`src/rtl/nn_pkg.sv`:
```
// Shared types and Q16.16 arithmetic helpers for the neural-network layer blocks.
package nn_pkg;

  localparam int DATA_W_DEF    = 32;
  localparam int FRAC_BITS_DEF = 16;
  localparam int PROD_W        = 2 * DATA_W_DEF;

  typedef enum logic [2:0] {
    ST_IDLE  = 3'd0,
    ST_BIAS  = 3'd1,
    ST_MAC   = 3'd2,
    ST_DRAIN = 3'd3,
    ST_EMIT  = 3'd4,
    ST_DONE  = 3'd5
  } state_t;

  // Full-precision signed product, rescaled back to Q16.16 and truncated.
  function automatic logic [DATA_W_DEF-1:0] q_mul(
    input logic signed [DATA_W_DEF-1:0] a,
    input logic signed [DATA_W_DEF-1:0] b,
    input int unsigned                  frac
  );
    logic signed [PROD_W-1:0] prod;
    logic signed [PROD_W-1:0] shifted;
    prod    = PROD_W'(a) * PROD_W'(b);
    shifted = prod >>> frac;
    return shifted[DATA_W_DEF-1:0];
  endfunction

  function automatic logic [DATA_W_DEF-1:0] relu(
    input logic [DATA_W_DEF-1:0] x,
    input logic                  en
  );
    logic [DATA_W_DEF-1:0] r;
    if (en && x[DATA_W_DEF-1]) begin
      r = '0;
    end else begin
      r = x;
    end
    return r;
  endfunction

endpackage

```
`src/rtl/mac_unit.sv`:
```
// Shared multiply-accumulate datapath: bias load, product accumulation and the
// activation stage, with the activated value held in a register.
module mac_unit
  import nn_pkg::*;
#(
  parameter int DATA_W    = DATA_W_DEF,
  parameter int FRAC_BITS = FRAC_BITS_DEF,
  parameter bit ACT_RELU  = 1'b1
) (
  input  logic              clk,
  input  logic              rst_n,
  input  logic              clear,
  input  logic              load_bias,
  input  logic              accumulate,
  input  logic [DATA_W-1:0] bias,
  input  logic [DATA_W-1:0] in_word,
  input  logic [DATA_W-1:0] w_word,
  output logic [DATA_W-1:0] result
);

  logic [DATA_W-1:0] acc_q, acc_d;
  logic [DATA_W-1:0] result_q, result_d;
  logic [DATA_W-1:0] prod_s;

  // result_q always mirrors act(acc_q), so the output is ready the cycle acc settles.
  always_comb begin
    prod_s = q_mul(in_word, w_word, FRAC_BITS);
    acc_d  = acc_q;
    if (clear) begin
      acc_d = '0;
    end else if (load_bias) begin
      acc_d = bias;
    end else if (accumulate) begin
      acc_d = acc_q + prod_s;
    end else begin
      acc_d = acc_q;
    end
    result_d = relu(acc_d, ACT_RELU);
  end

  always_ff @(posedge clk or negedge rst_n) begin
    if (!rst_n) begin
      acc_q    <= '0;
      result_q <= '0;
    end else begin
      acc_q    <= acc_d;
      result_q <= result_d;
    end
  end

  assign result = result_q;

endmodule

```
`src/rtl/layer_sequencer.sv`:
```
// Fully connected layer evaluated one neuron at a time on a single MAC,
// reading inputs, weights and biases from external synchronous ROMs.
module layer_sequencer
  import nn_pkg::*;
#(
  parameter int NUM_IN    = 4,
  parameter int NUM_OUT   = 4,
  parameter int DATA_W    = DATA_W_DEF,
  parameter int FRAC_BITS = FRAC_BITS_DEF,
  parameter int ACT_RELU  = 1,
  localparam int IN_AW  = (NUM_IN > 1) ? $clog2(NUM_IN) : 1,
  localparam int W_AW   = (NUM_IN * NUM_OUT > 1) ? $clog2(NUM_IN * NUM_OUT) : 1,
  localparam int OUT_AW = (NUM_OUT > 1) ? $clog2(NUM_OUT) : 1
) (
  input  logic              clk,
  input  logic              rst_n,
  input  logic              start,
  output logic              busy,
  output logic              done,
  output logic              rd_en,
  output logic [IN_AW-1:0]  in_addr,
  output logic [W_AW-1:0]   w_addr,
  output logic [OUT_AW-1:0] b_addr,
  input  logic [DATA_W-1:0] in_data,
  input  logic [DATA_W-1:0] w_data,
  input  logic [DATA_W-1:0] b_data,
  output logic              out_valid,
  input  logic              out_ready,
  output logic [OUT_AW-1:0] out_idx,
  output logic [DATA_W-1:0] out_data
);

  localparam logic [IN_AW-1:0]  I_LAST = IN_AW'(NUM_IN - 1);
  localparam logic [OUT_AW-1:0] J_LAST = OUT_AW'(NUM_OUT - 1);

  state_t            state_q, state_d;
  logic [IN_AW-1:0]  i_q, i_d;
  logic [OUT_AW-1:0] j_q, j_d;
  logic              busy_q, busy_d;
  logic              done_q, done_d;
  logic              rd_en_q, rd_en_d;
  logic              out_valid_q, out_valid_d;
  logic [IN_AW-1:0]  in_addr_q, in_addr_d;
  logic [W_AW-1:0]   w_addr_q, w_addr_d;
  logic [OUT_AW-1:0] b_addr_q, b_addr_d;
  logic [OUT_AW-1:0] out_idx_q, out_idx_d;
  logic [31:0]       w_idx_s;
  logic              clear_s, load_bias_s, accumulate_s;

  // Registered outputs are derived from the next state so they line up with it.
  always_comb begin
    state_d = state_q;
    i_d     = i_q;
    j_d     = j_q;
    clear_s = 1'b0;
    case (state_q)
      ST_IDLE: begin
        if (start) begin
          state_d = ST_BIAS;
          j_d     = '0;
          clear_s = 1'b1;
        end else begin
          state_d = ST_IDLE;
        end
      end
      ST_BIAS: begin
        state_d = ST_MAC;
        i_d     = '0;
      end
      ST_MAC: begin
        if (i_q == I_LAST) begin
          state_d = ST_DRAIN;
        end else begin
          i_d = i_q + IN_AW'(1);
        end
      end
      ST_DRAIN: state_d = ST_EMIT;
      ST_EMIT: begin
        if (out_valid_q && out_ready) begin
          if (j_q == J_LAST) begin
            state_d = ST_DONE;
          end else begin
            j_d     = j_q + OUT_AW'(1);
            state_d = ST_BIAS;
          end
        end else begin
          state_d = ST_EMIT;
        end
      end
      ST_DONE: state_d = ST_IDLE;
      default: state_d = ST_IDLE;
    endcase

    busy_d      = (state_d != ST_IDLE);
    done_d      = (state_d == ST_DONE);
    rd_en_d     = (state_d == ST_BIAS) || (state_d == ST_MAC);
    out_valid_d = (state_d == ST_EMIT);
    out_idx_d   = out_valid_d ? j_d : '0;
    w_idx_s     = 32'(j_d) * 32'(NUM_IN) + 32'(i_d);
    if (rd_en_d) begin
      in_addr_d = i_d;
      w_addr_d  = w_idx_s[W_AW-1:0];
      b_addr_d  = j_d;
    end else begin
      in_addr_d = '0;
      w_addr_d  = '0;
      b_addr_d  = '0;
    end
  end

  always_ff @(posedge clk or negedge rst_n) begin
    if (!rst_n) begin
      state_q     <= ST_IDLE;
      i_q         <= '0;
      j_q         <= '0;
      busy_q      <= 1'b0;
      done_q      <= 1'b0;
      rd_en_q     <= 1'b0;
      out_valid_q <= 1'b0;
      in_addr_q   <= '0;
      w_addr_q    <= '0;
      b_addr_q    <= '0;
      out_idx_q   <= '0;
    end else begin
      state_q     <= state_d;
      i_q         <= i_d;
      j_q         <= j_d;
      busy_q      <= busy_d;
      done_q      <= done_d;
      rd_en_q     <= rd_en_d;
      out_valid_q <= out_valid_d;
      in_addr_q   <= in_addr_d;
      w_addr_q    <= w_addr_d;
      b_addr_q    <= b_addr_d;
      out_idx_q   <= out_idx_d;
    end
  end

  // ROM data lags the address by a cycle: the first MAC cycle sees the bias.
  assign load_bias_s  = (state_q == ST_MAC) && (i_q == '0);
  assign accumulate_s = ((state_q == ST_MAC) && (i_q != '0)) || (state_q == ST_DRAIN);

  mac_unit #(
    .DATA_W    (DATA_W),
    .FRAC_BITS (FRAC_BITS),
    .ACT_RELU  (ACT_RELU != 0)
  ) u_mac (
    .clk        (clk),
    .rst_n      (rst_n),
    .clear      (clear_s),
    .load_bias  (load_bias_s),
    .accumulate (accumulate_s),
    .bias       (b_data),
    .in_word    (in_data),
    .w_word     (w_data),
    .result     (out_data)
  );

  assign busy      = busy_q;
  assign done      = done_q;
  assign rd_en     = rd_en_q;
  assign in_addr   = in_addr_q;
  assign w_addr    = w_addr_q;
  assign b_addr    = b_addr_q;
  assign out_valid = out_valid_q;
  assign out_idx   = out_idx_q;

endmodule

```
`config.mk`:
```
export PLATFORM = sky130hd
export DESIGN_NAME = layer_sequencer
export DESIGN_NICKNAME = d
export VERILOG_FILES = /design/src/rtl/nn_pkg.sv /design/src/rtl/mac_unit.sv /design/src/rtl/layer_sequencer.sv
export SDC_FILE = /design/constraint.sdc
export NUM_CORES = 2
export LEC_CHECK = 0
export BUFFER_PORTS_ARGS = -buffer_cell sky130_fd_sc_hd__buf_2
export CORE_ASPECT_RATIO = 1.2
export CORE_MARGIN = 5
export CORE_UTILIZATION = 45
export CTS_BUF_LIST = sky130_fd_sc_hd__clkbuf_8
export CTS_CLUSTER_SIZE = 25
export DETAILED_ROUTE_END_ITERATION = 16
export GPL_TIMING_DRIVEN = 0
export PLACE_DENSITY = 0.63
export REMOVE_ABC_BUFFERS = 1
export SYNTH_ARGS = -nofsm -noshare
export SYNTH_HDL_FRONTEND = slang
export SYNTH_SLANG_ARGS = --single-unit
```
`constraint.sdc`:
```
create_clock -name clk -period 6.95 [get_ports clk]
set_clock_uncertainty 0.15 [all_clocks]
set_input_delay 0.695 -clock clk [delete_from_list [all_inputs] [get_ports clk]]
set_output_delay 0.695 -clock clk [all_outputs]
set_load 0.1 [all_outputs]
```
==> impl_metrics.tcl <==
set metrics [dict create \
    worst_setup_path_end_kind "flip-flop" \
    post_synth_main_area_contributors "fa_1 (50%), and2_1 (9.5%), inv_1 (9.1%)" \
    syn-cell-area_mm2 0.0334 \
    layout_common_cells "fa_1 (830), inv_1 (800), and2_1 (480)" \
    antenna_left 0 \
    worst_reg2reg_path_length_in_cells 15 \
    clock_insertion_delay_worst_skew_ps 360 \
    tritoncts_clock_tree "done" \
    count_of_antenna_diodes_in_the_layout 0 \
    finalNetCount 4774 \
    clk_root_buffer_cell "clkbuf_8" \
    yosys.area.top_type "fa_1" \
    cpMaxStageDelayCell "fa_1" \
    rr_endpoint "u_mac.result[18]" \
    r2r_slack_ps 3250 \
    drc 0 \
    routed_wire_length_per_instance_um 21.2 \
    place.gp.congestion 0.878 \
    worstPathMaxFanout 10 \
    finalCritPeriodShare_pct 142 \
    design.die.area_mm2 0.0799 \
    synth-edff-count 0 \
    num_rows 109 \
    cts_sinks 80 \
    pin_count_of_the_biggest_net_entering_global_routing 69 \
    wp_data_required_ps 6980 \
    startpoint_type "input pin" \
    routed-via-count 24300 \
    route.detailed.vias_per_inst 5.29 \
    dpl-instance-area_mm2 0.0346 \
    global_route.overflow_total 0 \
    antenna_found_initial 9 \
    synth_cell_type_count 67 \
    yosys_warnings 0 \
    cts_max_level 3 \
    report.final.slew_viol_count 0 \
    clk_pin_slew_worst_paths_ps 90 \
    route.final.wire_length_um 97400 \
    postLayoutSetupSlackWorst_ps -2910 \
    grt_util_all_layers_pct 25.1 \
    cpPeakStageDelay_ps 570 \
    share_of_layout_cells_above_drive_strength_1_pct 11.1 \
    maxSlewHeadroom_pct 18.1 \
    ys.flop_type "dfrtp_1" \
    syn_avg_cell_area_um2 9.27 \
    io_pins 146 \
    fin_setup_tns_ps -146300 \
    finalHoldViolCount 0 \
    failed_checks "negative setup slack" \
    cts_buffers 9 \
    cts_max_path_buffers 2 \
    io_buffer_count 144 \
    fin_hold_ws_ps 19.7 \
    worst_min_delay_path_category "in -> async" \
    drt-initial-drc-count 1456 \
    die_x_um 259 \
    timing.max_cap.violations 0 \
    asyncSetResetFlopFracSynth_pct 100 \
    report.final.setup_viol 62 \
    synth_top_cell_area_share_pct 50.2 \
    place_hpwl_um 68400 \
    mostFrequentLayoutCell "fa_1" \
    fin_crit_ps 9860 \
    status "complete, but fails checks" \
    core-area_mm2 0.0736 \
    netlist_instances 3608 \
    rr_startpoint "u_mac.acc_q[1]" \
    critical_path_arrival_ps 9890 \
    path_common_cell "fa_1" \
    drt_pass1_iterations 6 \
    fin_area_mm2 0.0376 \
    path_class "in -> reg" \
    starting_density_of_the_core_pct 45.4 \
    fp.dieH_um 309 \
    first_global_vias 27300 \
    tightestPinTransition_ps 1230 \
    area.growth.synth_to_final_pct 12.6 \
    ys_seq_elements 80 \
    register_area_share_after_synthesis_pct 5.99 \
    grt_pass1_wl_um 156000 \
    max_freq_mhz 101 \
    rsz0062_at_grt "true" \
]
-- critical path: cells and delay by family --
kind / cells / cell delay (ps)
buffers and inverters: 6 / 770
XOR/XNOR: 2 / 230
AND/OR/NAND/NOR: 9 / 1260
AO/OA/AOI/OAI: 10 / 2330
adder cells (fa/ha/maj): 10 / 4560
-- final cells by class --
| cell class | instances | area, µm² |
|---|---|---|
| fill | 6838 | 36000 |
| inverter | 809 | 3040 |
| sequential | 80 | 2000 |
| multi-input combinational | 2520 | 28600 |
| timing repair buffer | 220 | 2600 |
| clock inverter | 5 | 86.3 |
| tap | 943 | 1180 |
| clock buffer | 10 | 138 |
-- metal layers --
layer  vias to the layer above  GRT usage (%)  wire, µm  share of wire (%)
met1                     12700           32.5     38000                 39
met3                       199           5.13      7510                7.7
met2                       839           42.9     48000                 49
li1                      10600              -         -                  -
met4                         6           7.93      3800                3.9
met5                         -              0        34              0.035
-- synthesized netlist by cell type (32+ instances only) --
| cell | count |
|---|---|
| nand2_1 | 448 |
| ha_1 | 195 |
| and2_1 | 507 |
| dfrtp_1 | 80 |
| fa_1 | 839 |
| a21oi_1 | 73 |
| nor2b_1 | 32 |
| nor2_1 | 67 |
| clkbuf_1 | 184 |
| inv_1 | 809 |
| xnor2_1 | 65 |
| o21ai_0 | 43 |
-- registers in the layout (all words and copies together) (netlist names) --
signal / count
out_valid: 1
state_q: 3
b_addr: 2
u_mac.acc_q: 32
i_q: 2
done: 1
u_mac.result: 31
busy: 1
w_addr: 2
j_q: 2
out_idx: 2
rd_en: 1
-- kinds of logic after synthesis --
group,synth area share (%)
adder cells (fa/ha/maj),57.5
XOR/XNOR,2.63
flip-flops,5.99
buffers and inverters,11.5
other,0.0112
AND/OR/NAND/NOR,17.4
multiplexers,0.0299
AO/OA/AOI/OAI,4.92
-- worst max-delay path by stage --
stage / start / end / slack [ps] / cells past startpoint
after global routing: in_data[11] / u_mac.result[29] / -3200 / 39
final: in_data[13] / u_mac.result[18] / -2910 / 37
after global placement: in_data[15] / u_mac.result[12] / -6380 / 34
after floorplan: w_data[5] / u_mac.result[29] / -3280 / 33
after CTS: in_data[11] / u_mac.result[29] / -2750 / 39
after detailed placement: in_data[15] / u_mac.result[12] / -5210 / 35
-- per-stage QoR --
stage	worst slack, ps	cells	util (%)
after floorplan	-3280	3409	-
after detailed placement	-5210	4499	47.0
after global routing	-3200	4587	51.1
after CTS	-2750	4585	50.7
after global placement	-6380	4496	46.9
final	-2910	4587	51.1
-- what timing repair did --
action	4_1_cts	5_1_grt
hold buffers	0	0
endpoints found under the hold margin	0	0
pin swaps	107	17
cloned	14	1
setup buffers	57	1
gates resized for setup	378	51
setup endpoints to repair	63	62
Power is left out: the tool's default activity adds up to more than one toggle a clock period on the data nets, which glitch-free logic cannot reach.
